$ cat src/rtl/serial_sub_pkg.sv
// serial_sub_pkg
//   Shared types and helpers for the bit-serial subtractor.
//   state_t : FSM encoding (S_IDLE / S_RUN / S_DONE). Encoding 2'd3 is unused
//             and must recover to S_IDLE on the next clock.
//   cnt_width(w) : width of the bit counter for a w-bit operand.
//             It is $clog2(w)+1, so the counter never needs to wrap.
package serial_sub_pkg;

  typedef enum logic [1:0] {
    S_IDLE = 2'd0,
    S_RUN  = 2'd1,
    S_DONE = 2'd2
  } state_t;

  function automatic int cnt_width(input int w);
    return $clog2(w) + 1;
  endfunction

endpackage

$ cat src/rtl/serial_sub_fullsub.sv
// fullsub
//   Single-bit combinational full subtractor: diff = a - b - bin.
//   Ports:
//     a    in  1  minuend bit
//     b    in  1  subtrahend bit
//     bin  in  1  borrow into this bit
//     diff out 1  difference bit
//     bout out 1  borrow out of this bit
module fullsub
  import serial_sub_pkg::*;
(
  input  logic a,
  input  logic b,
  input  logic bin,
  output logic diff,
  output logic bout
);

  assign diff = a ^ b ^ bin;
  // Borrow when b exceeds a outright, or when a==b and a borrow is pending.
  assign bout = (~a & b) | (~(a ^ b) & bin);

endmodule

$ cat src/rtl/serial_sub.sv
// serial_sub
//   Bit-serial W-bit subtractor: diff = a - b - bin, processed LSB first,
//   one bit per clock through a single fullsub cell. A borrow flop links
//   successive bits. Operands arrive on a valid/ready handshake and the
//   result leaves on a second valid/ready handshake.
//
//   Optional feature macro: SERIAL_SUB_OVF_EN adds the signed-overflow
//   output ovf. Without it the port and its logic do not exist.
//
//   Parameters:
//     W          operand/result width, W >= 1
//   Ports:
//     clk        in   1  clock, all state updates on posedge
//     rst        in   1  synchronous active-high reset
//     in_valid   in   1  a/b/bin valid this cycle
//     in_ready   out  1  high only while idle
//     a          in   W  minuend
//     b          in   W  subtrahend
//     bin        in   1  borrow-in applied at bit 0
//     out_valid  out  1  result valid (held until out_ready)
//     out_ready  in   1  consumer takes the result
//     diff       out  W  a - b - bin modulo 2^W
//     bout       out  1  borrow out of bit W-1
//     ovf        out  1  signed overflow (SERIAL_SUB_OVF_EN only)
module serial_sub
  import serial_sub_pkg::*;
#(
  parameter int W = 8
) (
  input  logic         clk,
  input  logic         rst,
  input  logic         in_valid,
  output logic         in_ready,
  input  logic [W-1:0] a,
  input  logic [W-1:0] b,
  input  logic         bin,
  output logic         out_valid,
  input  logic         out_ready,
  output logic [W-1:0] diff,
  output logic         bout
`ifdef SERIAL_SUB_OVF_EN
  ,
  output logic         ovf
`endif
);

  localparam int             CW       = cnt_width(W);
  localparam logic [CW-1:0]  CNT_LAST = CW'(W - 1);

  state_t         state_q,     state_d;
  logic [CW-1:0]  cnt_q,       cnt_d;
  logic [W-1:0]   a_sr_q,      a_sr_d;
  logic [W-1:0]   b_sr_q,      b_sr_d;
  logic           br_q,        br_d;
  logic [W-1:0]   diff_q,      diff_d;
  logic           bout_q,      bout_d;
  logic           in_ready_q,  in_ready_d;
  logic           out_valid_q, out_valid_d;
`ifdef SERIAL_SUB_OVF_EN
  logic           ovf_q,       ovf_d;
`endif

  // The one arithmetic cell; it always looks at the current LSBs and borrow.
  logic cell_d;
  logic cell_nb;

  fullsub u_cell (
    .a    (a_sr_q[0]),
    .b    (b_sr_q[0]),
    .bin  (br_q),
    .diff (cell_d),
    .bout (cell_nb)
  );

  always_comb begin
    state_d     = state_q;
    cnt_d       = cnt_q;
    a_sr_d      = a_sr_q;
    b_sr_d      = b_sr_q;
    br_d        = br_q;
    diff_d      = diff_q;
    bout_d      = bout_q;
    in_ready_d  = in_ready_q;
    out_valid_d = out_valid_q;
`ifdef SERIAL_SUB_OVF_EN
    ovf_d       = ovf_q;
`endif

    case (state_q)
      S_IDLE: begin
        in_ready_d  = 1'b1;
        out_valid_d = 1'b0;
        if (in_valid && in_ready_q) begin
          a_sr_d     = a;
          b_sr_d     = b;
          br_d       = bin;
          cnt_d      = '0;
          in_ready_d = 1'b0;
          state_d    = S_RUN;
        end
      end

      S_RUN: begin
        // New bit enters at the MSB; after W shifts bit 0 sits at diff[0].
        // Written as shifts so that W=1 needs no special slicing.
        diff_d = (diff_q >> 1) | (W'(cell_d) << (W - 1));
        a_sr_d = a_sr_q >> 1;
        b_sr_d = b_sr_q >> 1;
        br_d   = cell_nb;
        cnt_d  = cnt_q + 1'b1;
        if (cnt_q == CNT_LAST) begin
          bout_d      = cell_nb;
`ifdef SERIAL_SUB_OVF_EN
          // Borrow into the MSB differing from borrow out of it marks overflow.
          ovf_d       = br_q ^ cell_nb;
`endif
          out_valid_d = 1'b1;
          state_d     = S_DONE;
        end
      end

      S_DONE: begin
        if (out_valid_q && out_ready) begin
          out_valid_d = 1'b0;
          in_ready_d  = 1'b1;
          state_d     = S_IDLE;
        end
      end

      default: begin
        // Unused encoding: fall back to idle with clean handshake outputs.
        out_valid_d = 1'b0;
        in_ready_d  = 1'b1;
        state_d     = S_IDLE;
      end
    endcase
  end

  always_ff @(posedge clk) begin
    if (rst) begin
      state_q     <= S_IDLE;
      cnt_q       <= '0;
      a_sr_q      <= '0;
      b_sr_q      <= '0;
      br_q        <= 1'b0;
      diff_q      <= '0;
      bout_q      <= 1'b0;
      in_ready_q  <= 1'b1;
      out_valid_q <= 1'b0;
`ifdef SERIAL_SUB_OVF_EN
      ovf_q       <= 1'b0;
`endif
    end else begin
      state_q     <= state_d;
      cnt_q       <= cnt_d;
      a_sr_q      <= a_sr_d;
      b_sr_q      <= b_sr_d;
      br_q        <= br_d;
      diff_q      <= diff_d;
      bout_q      <= bout_d;
      in_ready_q  <= in_ready_d;
      out_valid_q <= out_valid_d;
`ifdef SERIAL_SUB_OVF_EN
      ovf_q       <= ovf_d;
`endif
    end
  end

  assign in_ready  = in_ready_q;
  assign out_valid = out_valid_q;
  assign diff      = diff_q;
  assign bout      = bout_q;
`ifdef SERIAL_SUB_OVF_EN
  assign ovf       = ovf_q;
`endif

endmodule

$ cat config.mk
export PLATFORM = sky130hd
export DESIGN_NAME = serial_sub
export DESIGN_NICKNAME = d
export VERILOG_FILES = /design/src/rtl/serial_sub_pkg.sv /design/src/rtl/serial_sub_fullsub.sv /design/src/rtl/serial_sub.sv
export SDC_FILE = /design/constraint.sdc
export NUM_CORES = 1
export LEC_CHECK = 0
export BUFFER_PORTS_ARGS = -buffer_cell sky130_fd_sc_hd__clkbuf_2
export CORE_MARGIN = 3
export CORE_UTILIZATION = 58
export DETAILED_ROUTE_END_ITERATION = 8
export GPL_TIMING_DRIVEN = 1
export PLACE_DENSITY = 0.94
export SLEW_MARGIN = 10
export SYNTH_ARGS = -nofsm -noshare
export SYNTH_HDL_FRONTEND = slang
export SYNTH_SLANG_ARGS = --single-unit
$ cat constraint.sdc
create_clock -name clk -period 3.2 [get_ports clk]
set_input_delay 0.48 -clock clk [delete_from_list [all_inputs] [get_ports clk]]
set_output_delay 0.48 -clock clk [all_outputs]
set_load 0.05 [all_outputs]
# == Yosys cells after proc, flatten, opt, wreduce, memory -nomap -nowiden ==
# Cells that the tools add are included.
# op_classes
n_lt_le_gt_ge,0
multipliers,0
reduce_logical,9
div,0
eq_ne,6
shifts,0
n_mux,18
bitwise_logic,9
add_sub_neg,1
# ops
cell,count
$pmux 8 s2,2
$mux 8,2
$or 7x8->8,1
$pmux 4 s2,1
$reduce_and 2->1,4
$mux 2,3
$ne 2x2->1 const B,3
$pmux 2 s3,1
$mux 1,5
$add 4x1->4 const B,1
$eq 4x3->1 const B,1
$mux 4,1
$pmux 1 s2,2
$not 1->1,3
$pmux 1 s3,1
$reduce_and 3->1,1
$and 1x1->1,2
$eq 2x1->1 const B,1
$eq 2x2->1 const B,1
$logic_and 1x1->1,2
$logic_not 2->1,1
$reduce_bool 2->1,1
$xor 1x1->1,2
$or 1x1->1,1
# word_totals
inputBits,21
register_bits,34
wordCells,52
n_memories,0
latch_bits,0
mem_bits_rw,0
rom_bits,0

# == Longest topological paths before layout ==
# Gate-level depths: netlist of run 1.
# logic_depth
ltp_word,5
mapped_depth,7
depth_no_buf,4

# == By module ==
# Synthesis of run 1 repeated with hierarchy kept, for this count alone.
# hier_totals
cells_unflattened,164
hier_area_um2,1600.3
# by_module_without_submodules
mod,instances,area_per_inst_um2,cells_per_inst,seq_area_each_um2
serial_sub,1,1569.0,160,680.7
fullsub,1,31.3,4,0.0

# == Least setup slack after synthesis of run 1 ==
# No wires, ideal clock.
# synth_timing
path_type,register to register
from,"register in_ready_q, in the netlist in_ready"
to,register cnt_q[3]
t_arrival_ns,1.384
path_stages_with_launch,6
required_time_ns,3.068
path_slack_ns,1.684
period_less_slack_ns,1.516
path_cell_list,dfxtp_1 > a21oi_1 > buf_2 > buf_2 > o21ai_0 > a31oi_1
# synth_via
elab_chain_cells,3
# synth_lines
element,line,rtl
start: declaration,serial_sub.sv:57,"logic in_ready_q, in_ready_d;"
start signal: assignment,serial_sub.sv:161,in_ready_q <= in_ready_d;
$logic_and 1x1->1,serial_sub.sv:93,if (in_valid && in_ready_q) begin
$ne 2x2->1 (no line),--,
$reduce_and 2->1 (no line),--,
end signal: assignment,serial_sub.sv:155,cnt_q <= cnt_d;
end: declaration,serial_sub.sv:51,"logic [CW-1:0] cnt_q, cnt_d;"
# No other way between the ends.
# A chain may end at the register's enable or synchronous reset.

# == Final worst setup path of run 1 ==
# layout_timing
from,register state_q[0]
to,register b_sr_q[5]
# layout_via
elab_chain_cells,3
word_cells_on_any_way,6
classes_between,eq/ne (2); mux (1); reduce/logical (3)
# layout_lines
element,line,rtl
start: declaration,serial_sub.sv:50,"state_t state_q, state_d;"
start signal: assignment,serial_sub.sv:154,state_q <= state_d;
$eq 2x1->1 or $logic_not 2->1 (tied branches),serial_sub.sv:89,case (state_q)
$reduce_bool 2->1 (no line) or $ne 2x2->1 (tied branches),--,
$reduce_and 2->1 (no line),--,
end signal: assignment,serial_sub.sv:157,b_sr_q <= b_sr_d;
end: declaration,serial_sub.sv:53,"logic [W-1:0] b_sr_q, b_sr_d;"
# Parallel ways exist; a longest one is shown, timed or not.

==> results of run 1 <==
per-stage QoR:
| step | hold WS [ns] | utilization (%) | worst slack, ns | total power [W] |
|---|---|---|---|---|
| 2_1_floorplan | 0.4464 | - | 1.684 | 0.0006184 |
| 4_1_cts | 0.3643 | 70.47 | 1.583 | 0.0008630 |
| 5_1_grt | 0.3569 | 70.47 | 1.473 | 0.0009060 |
| 3_5_place_dp | 0.4589 | 68.71 | 1.534 | 0.0006543 |
| 3_3_place_gp | 0.4441 | 68.71 | 1.622 | 0.0006433 |
| 6_report | 0.3691 | 70.47 | 1.574 | 0.0008578 |
Yosys cell counts (3+ instances only):
| library cell | count | area, um2 |
|---|---|---|
| a21oi_1 | 18 | 90.09 |
| buf_2 | 6 | 30.03 |
| buf_6 | 3 | 33.78 |
| clkbuf_1 | 5 | 18.77 |
| dfxtp_1 | 34 | 680.7 |
| inv_1 | 3 | 11.26 |
| mux2_2 | 8 | 90.09 |
| mux2_4 | 6 | 90.09 |
| nand2_1 | 22 | 82.58 |
| nand2b_1 | 3 | 18.77 |
| nand3_1 | 3 | 15.01 |
| nand3b_1 | 4 | 30.03 |
| o21ai_0 | 4 | 20.02 |
| o21bai_1 | 13 | 97.59 |
| o311a_1 | 13 | 130.1 |
per-layer routing:
metal | vias up | GRT usage (%) | wire length [um]
met5 | - | 0 | 0
met4 | 0 | 7.443 | 54
met3 | 8 | 8.061 | 212
met2 | 40 | 37.38 | 1637
met1 | 642 | 24.83 | 1424
li1 | 670 | - | -
kinds of logic (layout without fill, tap and decap cells):
kind of cell	after synthesis	after routing	share of synthesized area [%]
buf+inv	19	44	6.198
flops	34	34	41.62
mux	14	14	11.02
simple gates	44	44	14.31
fa+ha+maj	2	2	1.989
compound gates	57	57	24.87
worst max-delay path by stage:
stage	start	endpoint	slack [ns]	cells past startpoint
floorplan	in_ready	cnt_q[3]	1.68	5
finish	state_q[0]	b_sr_q[5]	1.57	3
global placement	rst	b_sr_q[0]	1.62	4
detailed placement	rst	b_sr_q[0]	1.53	4
global route	state_q[0]	b_sr_q[5]	1.47	3
CTS	state_q[0]	b_sr_q[5]	1.58	3
state kept, by name, indices dropped and copies added (netlist names), 2 cells and up:
register and cells:
state_q 2, cnt_q 4, diff 8, a_sr_q 8, b_sr_q 8
power by group through the flow:
| stage | clock [W] | combinational (W) | sequential (W) |
|---|---|---|---|
| floorplan | 0 | 0.000132 | 0.000487 |
| global route | 0.000237 | 0.000188 | 0.000481 |
| finish | 0.000214 | 0.000168 | 0.000475 |
| global placement | 0 | 0.000161 | 0.000483 |
| CTS | 0.000218 | 0.000169 | 0.000476 |
| detailed placement | 0 | 0.000169 | 0.000486 |
final cells by class:
type / count / area share [%]
clock buffers: 7 / 2.490
repair buffers: 34 / 9.820
well taps: 30 / 2.075
multi-input cells: 117 / 47.37
flip-flops and latches: 34 / 37.62
inverters: 3 / 0.6224
worst reg2reg max path: stages, from the launching register on:
cell	delay, ns
dfxtp_1	0.57
nand2b_4	0.29
mux2_4	0.37
o311a_1	0.29
==> results by group, run 1 <==
STA
  • Setup TNS: 0 ns
  • Hold Violations, Final: 0
  • Post-route minimum period: ~1.6 ns
  • F_max: between 600 and 700 MHz
  • Worst clock skew: just under 0.008 ns
  • Ratio of final minimum period to clock period: 50.81%
  • Unrepaired setup endpoints after global routing: no
  • Worst-Margin Slew: between 0.4 and 0.5 ns
  • Worst slew margin: between 60% and 70%
  • # setup viols final: 0
  • Fin. max-slew vios: 0

Logic synthesis
  • Mapped Nets: around 190
  • Post-synth EDFFs: 0
  • Synthesis Warnings: 0
  • Register area share after synthesis: a little over two fifths
  • Synthesized cell area: 1635 um2
  • Async SR Flop Fraction: 0%
  • Top FF cell, synth: dfxtp_1
  • Syn Area/Cell: 9.620 um2
  • Synth Register Bits: 34
  • Synthesized instance count: between 150 and 200
  • Yosys cell types: 35

Cells and area
  • Fin area: between 1500 and 2000 um2
  • Nets: ~220
  • Multi-input gate area: roughly 860 um2
  • Commonest non-fill, non-tap cell in the layout: dfxtp_1
  • FF+latch area: 680.7 um2
  • Fill count: 198
  • # diodes: 0
  • Synth-to-Final Area Change: 10.64%
  • Final Non-Filler Cells: 225
  • Most frequent cells in the layout: dfxtp_1, clkbuf_2, nand2_1, a21oi_1
  • Share of layout cells above drive strength 1: 29.23%

Critical path
  • CP top delay family: flip-flops
  • Worst-path cell chain: nand2b_4, mux2_4, o311a_1
  • Peak fanout along the critical path: 26
  • WS Path Type: flop to flop
  • Max stage delay on crit path: ~0.57 ns
  • Reg-to-reg critical path endpoint: b_sr_q[5]
  • Worst path bufs/invs: 0
  • Worst reg-to-reg path cell count: 3
  • CP endpoint kind: flop
  • Startpoint types: flop
  • Critical Path RT: between 3 and 4 ns
  • Worst path arrival time: roughly 1.9 ns
  • R2R Setup Slk: approximately 1.6 ns
  • Worst reg2reg startpoint: state_q[0]
  • CP max stage cell: dfxtp_1

Place
  • I/O Buffers: 31
  • Cell Area, Placed: between 1500 and 2000 um2
  • Placer congestion estimate: approximately 0.84
  • DP HPWL: between 2000 and 2500 um
  • Placed Cells: roughly 220

Global routing
  • Initial antenna violation count: 0
  • Number of global-route vias before repair: 1,344
  • Largest net degree at the start of global routing: 37
  • First-pass GRT wire length: a little under 6000 um
  • Total GRT Usage: about 22%
  • GRT overflow: 0

Die
  • Die ar.: roughly 3500 um2
  • # IOs: 32
  • Die Ht: around 59 um
  • Core Region: 2567 um2
  • Die W: around 60 um
  • Core Rows: 18
  • Initial Util: a little under two thirds

Run status
  • Status: complete, no violations

Drt
  • DR vias: around 1,400
  • DR iter-0 viols: 44
  • Routed WL per cell: ~15 um
  • Detailed-route wire length: 3328 um
  • Via/cell ratio: between 6 and 7
  • Pre-antenna DRT Iters: 4
  • Final antenna-violating net count: 0
  • # DRC: 0

Power and ir drop
  • NetSw: 0.0002373 W
  • Peak VDD IR: 0.0003771 V
  • Comb pwr share: 19.6%
  • P_leak: around 0.76 nW
  • Pwr/cell area: 474.1 nW/um2
  • Int Power: between 0.0006 and 0.0007 W
  • Clock power frac: about a quarter
  • Flop pwr share: roughly 55%
  • Net Sw Frac: around 28%

Clock network
  • Num CTS Buffers: 5
  • TritonCTS Sinks: 34
  • CTS Buffer Depth: 2
  • Register clock-pin slew on the reported worst setup and hold paths: about 0.10 ns
  • Root buf cell: clkbuf_4
  • Post-CTS setup buffer count: 0
  • Worst skew pair latency: ~0.33 ns
  • Post-CTS Resized: 0
  • CTS tree: done
  • Cts hold-fix bufs: 0
  • CTS H-tree depth: 2

Hold path
  • Hold Crit Depth: 3
  • Min-Delay Startpoint: b[7]
  • Hold Path Sink: b_sr_q[7]
  • HP Class: input pin to flop

Run
  • Max Cap Violations: 0
Power figures use the tool's default switching activity.
==> run 2, diff against run 1 <==
--- a/config.mk
+++ b/config.mk
@@ -5,12 +5,13 @@
 export SDC_FILE = /design/constraint.sdc
 export NUM_CORES = 1
 export LEC_CHECK = 0
+export ABC_AREA = 1
 export BUFFER_PORTS_ARGS = -buffer_cell sky130_fd_sc_hd__clkbuf_2
 export CORE_MARGIN = 3
-export CORE_UTILIZATION = 58
+export CORE_UTILIZATION = 54
 export DETAILED_ROUTE_END_ITERATION = 8
 export GPL_TIMING_DRIVEN = 1
-export PLACE_DENSITY = 0.94
+export PLACE_DENSITY = 0.89
 export SLEW_MARGIN = 10
 export SYNTH_ARGS = -nofsm -noshare
 export SYNTH_HDL_FRONTEND = slang
==> constraint.sdc (replaced) <==
create_clock -name clk -period 1.55 [get_ports clk]
set_input_delay 0.2325 -clock clk [delete_from_list [all_inputs] [get_ports clk]]
set_output_delay 0.2325 -clock clk [all_outputs]
set_load 0.05 [all_outputs]
==> run 2 against run 1 <==
  * Clock skew hardly changed
  * Die area grew 8.3%
  * Clock power rose by 140%
  * First-iteration DRC count rose by 89%
  * Total power up 140%
  * Worst hold slack worse by 0.23 ns
  * Critical path depth rose by 3
  * Critical endpoint is now cnt_q[0]
==> results by group, run 2 <==
Logic synthesis
  • Largest family of logic cells by synthesized area: simple AND/OR/NAND/NOR gates (was compound AO/OA/AOI/OAI gates)
  • Synthesized cell area: 1664 um2 (was 1635 um2)
  • Synthesized instance count: 231 (was 170)
  • Xor/xnor share of the synthesized area: 0% (unchanged)
  • Top FF cell, synth: dfxtp_1 (unchanged)
  • Yosys top cell by area: dfxtp_1 (unchanged)
  • Async SR Flop Fraction: 0% (unchanged)
  • Synth Register Bits: 34 (unchanged)
  • Synth top area share: 40.90% (was 41.62%)
  • Most frequent cells after synthesis: nor2_1, nand2_1, dfxtp_1 (was dfxtp_1, nand2_1, a21oi_1)
  • Register area share after synthesis: 40.90% (was 41.62%)
  • Synthesis Warnings: 0 (unchanged)
  • Adder-Cell Fraction of Synth Area: 1.955% (was 1.989%)
  • Syn Area/Cell: 7.204 um2 (was 9.620 um2)
  • Simple-Gate Fraction of Synth Area: 32.48% (was 14.31%)
  • Mapped Nets: 254 (was 193)
  • Leading cell type by number of instances after synthesis: nor2_1 (was dfxtp_1)
  • Yosys cell types: 21 (was 35)
  • Top area cells in the synthesized netlist: dfxtp_1, nor2_1, nand2_1 (was dfxtp_1, o311a_1, o21bai_1)
  • Compound-Gate Fraction of Synth Area: 12.63% (was 24.87%)
  • Proportion of synthesized area in mux cells: 0% (was 11.02%)
  • Post-synth EDFFs: 0 (unchanged)

STA
  • Setup TNS: 0 ns (unchanged)
  • # setup viols final: 0 (unchanged)
  • Fin. max-slew vios: 0 (unchanged)
  • Ratio of final minimum period to clock period: 87.06% (was 50.81%)
  • F_max: 741.1 MHz (was 615.1 MHz)
  • Hold Violations, Final: 0 (unchanged)
  • Worst slew margin: 78.23% (was 66.83%)
  • Post-route minimum period: 1.349 ns (was 1.626 ns)
  • Worst-Margin Slew: 0.3266 ns (was 0.4970 ns)
  • Worst clock skew: 0.007608 ns (was 0.007830 ns)
  • Unrepaired setup endpoints after global routing: no (unchanged)

Cells and area
  • Synth-to-Final Area Change: 11.13% (was 10.64%)
  • Most frequent cells in the layout: nor2_1, nand2_1, dfxtp_1, clkbuf_2, nand3_1 (was dfxtp_1, clkbuf_2, nand2_1, a21oi_1)
  • Final Util: 64.82% (was 70.47%)
  • # diodes: 0 (unchanged)
  • Nets: 285 (was 218)
  • Commonest non-fill, non-tap cell in the layout: nor2_1 (was dfxtp_1)
  • Share of layout cells above drive strength 1: 26.24% (was 29.23%)

Die
  • # IOs: 32 (unchanged)
  • Die ar.: 3783 um2 (was 3493 um2)
  • Core Rows: 19 (was 18)
  • Initial Util: 58.33% (was 63.69%)
  • Die W: 61.51 um (was 59.10 um)
  • Core Region: 2853 um2 (was 2567 um2)
  • Die Ht: 61.51 um (was 59.10 um)

Place
  • DP HPWL: 2188 um (was 2385 um)
  • Placer congestion estimate: 0.7553 (was 0.8442)
  • I/O Buffers: 31 (unchanged)

Critical path
  • Startpoint types: flop (unchanged)
  • Peak fanout along the critical path: 11 (was 26)
  • WS Path Type: flop to flop (unchanged)
  • Worst reg2reg startpoint: state_q[1] (was state_q[0])
  • Worst path arrival time: 1.58 ns (was 1.85 ns)
  • Critical Path RT: 1.78 ns (was 3.42 ns)
  • CP endpoint kind: flop (unchanged)
  • Crit path from: state_q[1] (was state_q[0])

Hold path
  • Min-Delay Startpoint: b[7] (unchanged)
  • HP Class: input pin to flop (unchanged)

Clock network
  • CTS H-tree depth: 2 (unchanged)
  • Register clock-pin slew on the reported worst setup and hold paths: 0.10 ns (about the same)
  • Root buf cell: clkbuf_4 (unchanged)
  • TritonCTS Sinks: 34 (unchanged)
  • Worst skew pair latency: 0.34 ns (was 0.33 ns)
  • CTS Buffer Depth: 2 (unchanged)
  • Num CTS Buffers: 5 (unchanged)
  • Cts hold-fix bufs: 0 (unchanged)
  • CTS tree: done (unchanged)
  • Post-CTS setup buffer count: 0 (unchanged)
  • Post-CTS Resized: 0 (unchanged)

Power and ir drop
  • Peak VDD IR: 0.0007655 V (was 0.0003771 V)
  • Pwr/cell area: 1120 nW/um2 (was 474.1 nW/um2)
  • P_leak: 0.8954 nW (was 0.7591 nW)

Drt
  • Via/cell ratio: 4.990 (was 6.044)
  • Routed WL per cell: 10.35 um (was 14.79 um)
  • DR vias: 1,467 (was 1,360)
  • Pre-antenna DRT Iters: 4 (unchanged)
  • # DRC: 0 (unchanged)
  • DR iter-0 viols: 83 (was 44)
  • Detailed-route wire length: 3044 um (was 3328 um)
  • Final antenna-violating net count: 0 (unchanged)

Global routing
  • Number of global-route vias before repair: 1,227 (was 1,344)
  • Initial antenna violation count: 0 (unchanged)
  • GRT overflow: 0 (unchanged)
  • First-pass GRT wire length: 5050 um (was 5761 um)
  • Total GRT Usage: 17.55% (was 21.80%)
  • Largest net degree at the start of global routing: 27 (was 37)

Run
  • Max Cap Violations: 0 (unchanged)

Run status
  • Status: complete, no violations (unchanged)
run 2: cells by family (layout without fill, tap and decap cells):
group,Yosys count,in the layout
adder cells (fa/ha/maj),2,2
buffers and inverters,36,68
AND/OR/NAND/NOR,126,126
flip-flops,34,34
AO/OA/AOI/OAI,33,33
run 2: critical path, cell delays in order, from the launching register on:
cell	delay (ns)
dfxtp_1	0.40
inv_2	0.06
nand2_2	0.16
clkinv_1	0.20
buf_4	0.22
o21ai_0	0.14
a21oi_1	0.06
run 2: layout make-up:
| cell class | count | area (um2) |
|---|---|---|
| Sequential cell | 34 | 680.7 |
| Fill cell | 255 | 1003 |
| Tap cell | 31 | 38.79 |
| Clock buffer | 7 | 55.05 |
| Timing Repair Buffer | 37 | 200.2 |
| Clock inverter | 1 | 5.005 |
| Inverter | 23 | 86.33 |
| Multi-Input combinational cell | 161 | 783.3 |
run 2: metrics by stage:
stage | total power [W] | setup WS [ns] | instances | instance area (um2) | hold slack (ns)
5_1_grt | 0.002210 | 0.06774 | 294 | 1849 | 0.1335
3_5_place_dp | 0.001584 | 0.2298 | 286 | 1789 | 0.4767
3_3_place_gp | 0.001571 | 0.2744 | 286 | 1789 | 0.4723
6_report | 0.002071 | 0.2006 | 294 | 1849 | 0.1355
2_1_floorplan | 0.001500 | 0.1548 | 231 | 1664 | 0.3970
4_1_cts | 0.002092 | 0.2128 | 294 | 1849 | 0.1268
run 2: report_power, final:
group	internal [W]	leakage, nW	switching, W
clock	0.000220	0.0353	0.000289
combinational	0.000182	0.580	0.000374
sequential	0.000963	0.280	0.0000424
run 2: per-layer routing:
layer | global-route usage, % | vias to the layer above | share of wire, %
met5 | 0 | - | 0
met4 | 7.273 | 0 | 1.7
met3 | 3.774 | 6 | 4.3
met2 | 27.80 | 28 | 46
met1 | 23.11 | 642 | 48
li1 | - | 791 | -
run 2: final timing paths:
check        slack [ns]  cells after the start        end
min                0.14                      3  b_sr_q[7]
max                0.20                      6   cnt_q[0]
max reg2reg        0.20                      6   cnt_q[0]
min reg2reg        0.49                      2  out_valid
==> run 3, diff against run 2 <==
--- a/config.mk
+++ b/config.mk
@@ -6,12 +6,12 @@
 export NUM_CORES = 1
 export LEC_CHECK = 0
 export ABC_AREA = 1
-export BUFFER_PORTS_ARGS = -buffer_cell sky130_fd_sc_hd__clkbuf_2
 export CORE_MARGIN = 3
-export CORE_UTILIZATION = 54
+export CORE_UTILIZATION = 61
 export DETAILED_ROUTE_END_ITERATION = 8
+export DONT_BUFFER_PORTS = 1
 export GPL_TIMING_DRIVEN = 1
-export PLACE_DENSITY = 0.89
+export PLACE_DENSITY = 0.88
 export SLEW_MARGIN = 10
 export SYNTH_ARGS = -nofsm -noshare
 export SYNTH_HDL_FRONTEND = slang
==> run 3 against run 2 <==
  * Worst hold slack got worse by 0.085 ns
  * Clock skew barely moved
  * Sequential power barely moved
  * Wire length rose by 9.6%
  * Fmax fell by 2.4%
  * Largest power group unchanged
  * Highest routed layer unchanged
==> results by group, run 3 (synthesized netlist as in run 2, its figures left out) <==
Clock network
  • Worst skew pair latency: 0.34 ns (about the same)
  • Post-CTS Resized: 0 (unchanged)
  • Num CTS Buffers: 5 (unchanged)
  • Post-CTS setup buffer count: 0 (unchanged)
  • TritonCTS Sinks: 34 (unchanged)
  • CTS tree: done (unchanged)
  • CTS H-tree depth: 2 (unchanged)
  • CTS Buffer Depth: 2 (unchanged)
  • Root buf cell: clkbuf_4 (unchanged)
  • Register clock-pin slew on the reported worst setup and hold paths: 0.10 ns (about the same)

Cells and area
  • Fill count: 231 (was 255)
  • Final Util: 68.98% (was 64.82%)
  • Share of layout cells above drive strength 1: 18.83% (was 26.24%)
  • # diodes: 0 (unchanged)
  • FF+latch area: 680.7 um2 (unchanged)
  • Most frequent cells in the layout: nor2_1, nand2_1, dfxtp_1, nand3_1, inv_1 (was nor2_1, nand2_1, dfxtp_1, clkbuf_2, nand3_1)
  • Final Non-Filler Cells: 269 (was 294)
  • Commonest non-fill, non-tap cell in the layout: nor2_1 (unchanged)
  • Multi-input gate area: 783.3 um2 (unchanged)
  • Nets: 262 (was 285)
  • Synth-to-Final Area Change: 5.489% (was 11.13%)

Drt
  • DR vias: 1,454 (was 1,467)
  • Via/cell ratio: 5.405 (was 4.990)
  • # DRC: 0 (unchanged)
  • DR iter-0 viols: 59 (was 83)
  • Detailed-route wire length: 3335 um (was 3044 um)
  • Pre-antenna DRT Iters: 4 (unchanged)
  • Final antenna-violating net count: 0 (unchanged)
  • Routed WL per cell: 12.40 um (was 10.35 um)

STA
  • Hold slack: 0.05017 ns (was 0.1355 ns)
  • Worst slew margin: 63.82% (was 78.23%)
  • Ratio of final minimum period to clock period: 89.24% (was 87.06%)
  • Worst-Margin Slew: 0.5419 ns (was 0.3266 ns)
  • # setup viols final: 0 (unchanged)
  • Fin. max-slew vios: 0 (unchanged)
  • Hold Violations, Final: 0 (unchanged)
  • Worst clock skew: 0.007699 ns (was 0.007608 ns)
  • Unrepaired setup endpoints after global routing: no (unchanged)
  • Post-route minimum period: 1.383 ns (was 1.349 ns)
  • Setup TNS: 0 ns (unchanged)
  • F_max: 723.0 MHz (was 741.1 MHz)

Die
  • Die W: 58.23 um (was 61.51 um)
  • Die Ht: 58.23 um (was 61.51 um)
  • Core Region: 2545 um2 (was 2853 um2)
  • Core Rows: 18 (was 19)
  • # IOs: 32 (unchanged)
  • Initial Util: 65.39% (was 58.33%)
  • Die ar.: 3391 um2 (was 3783 um2)

Power and ir drop
  • P_leak: 0.8046 nW (was 0.8954 nW)
  • Comb pwr share: 26.1% (was 26.9%)
  • Clock power frac: 22.4% (was 24.6%)
  • Pwr/cell area: 1145 nW/um2 (was 1120 nW/um2)
  • Peak VDD IR: 0.0009327 V (was 0.0007655 V)
  • Int Power: 0.001306 W (was 0.001365 W)
  • NetSw: 0.0007049 W (was 0.0007055 W)
  • Flop pwr share: 51.4% (was 48.6%)
  • Net Sw Frac: 35.06% (was 34.07%)

Run
  • Max Cap Violations: 0 (unchanged)

Place
  • Placed Cells: 261 (was 286)
  • I/O Buffers: 0 (was 31)
  • Placer congestion estimate: 0.7663 (was 0.7553)
  • DP HPWL: 2289 um (was 2188 um)

Critical path
  • CP endpoint kind: flop (unchanged)
  • Worst path arrival time: 1.66 ns (was 1.58 ns)
  • Critical Path RT: 1.83 ns (was 1.78 ns)
  • WS Path Type: flop to flop (unchanged)
  • Startpoint types: flop (unchanged)
  • Peak fanout along the critical path: 45 (was 11)
  • Worst reg-to-reg path cell count: 7 (was 6)

Global routing
  • GRT overflow: 0 (unchanged)
  • Total GRT Usage: 23.05% (was 17.55%)
  • Largest net degree at the start of global routing: 46 (was 27)
  • Number of global-route vias before repair: 1,439 (was 1,227)
  • First-pass GRT wire length: 5899 um (was 5050 um)
  • Initial antenna violation count: 0 (unchanged)

Run status
  • Status: complete, no violations (unchanged)

Hold path
  • HP Class: input pin to flop (unchanged)
  • Hold Crit Depth: 2 (was 3)
run 3: cell types whose count changed in the layout (fill, tap and decap cells not counted):
| cell | previous run | this run |
|---|---|---|
| clkinv_2 | 1 | 2 |
| buf_12 | 0 | 1 |
| clkbuf_2 | 31 | 0 |
| buf_4 | 6 | 12 |
| clkbuf_1 | 1 | 0 |
| clkbuf_8 | 1 | 0 |
| dlygate4sd3_1 | 0 | 1 |
run 3: metrics by stage:
step / setup WS (ns) / cell area (um2) / power (W)
floorplan: 0.1548 / 1664 / 0.001500
global placement: 0.2479 / 1698 / 0.001555
detailed placement: 0.1751 / 1698 / 0.001575
CTS: 0.1498 / 1755 / 0.002028
global route: 0.02003 / 1755 / 0.002134
finish: 0.1668 / 1755 / 0.002010
run 3: final cells by class:
cell class | count | share of cell area [%]
multi-input combinational | 161 | 44.62
sequential | 34 | 38.77
timing repair buffer | 14 | 6.842
inverter | 23 | 4.918
clock buffer | 5 | 2.138
tap | 30 | 2.138
clock inverter | 2 | 0.5702
run 3: worst paths after layout:
check                                 from   endpoint  slack, ns
worst max register to register  state_q[1]  a_sr_q[0]       0.17
worst max-delay path            state_q[1]  a_sr_q[0]       0.17
worst min register to register   a_sr_q[7]  a_sr_q[7]       0.49
worst min-delay path                  b[7]  b_sr_q[7]       0.05
run 3: metal layers:
metal	routed length, um	up-vias	global-route usage (%)	part of all wire, %
met2	1587	49	38.06	48
met1	1426	651	25.07	43
met3	249	9	9.131	7.5
li1	-	745	-	-
met4	73	0	12.91	2.2
met5	0	-	0	0
run 3: power by group through the flow:
stage | Clock, W | Combinational, W | Sequential (W)
final | 0.000451 | 0.000526 | 0.00103
after floorplan | 0 | 0.000396 | 0.00110
after global routing | 0.000490 | 0.000600 | 0.00104
after CTS | 0.000465 | 0.000528 | 0.00103
after detailed placement | 0 | 0.000520 | 0.00105
after global placement | 0 | 0.000506 | 0.00105
run 3: timing repair:
action,CTS,global route
hold buffers,1,0
setup endpoints to repair,0,0
hold endpoints to repair,9,0
run 3: worst max-delay path, cell delays in order, from the launching register on:
cell and delay, ns:
dfxtp_1 0.39, inv_2 0.06, nand2_2 0.10, buf_12 0.23
nand2_1 0.14, inv_2 0.23, nor2_1 0.08, nor2_1 0.10
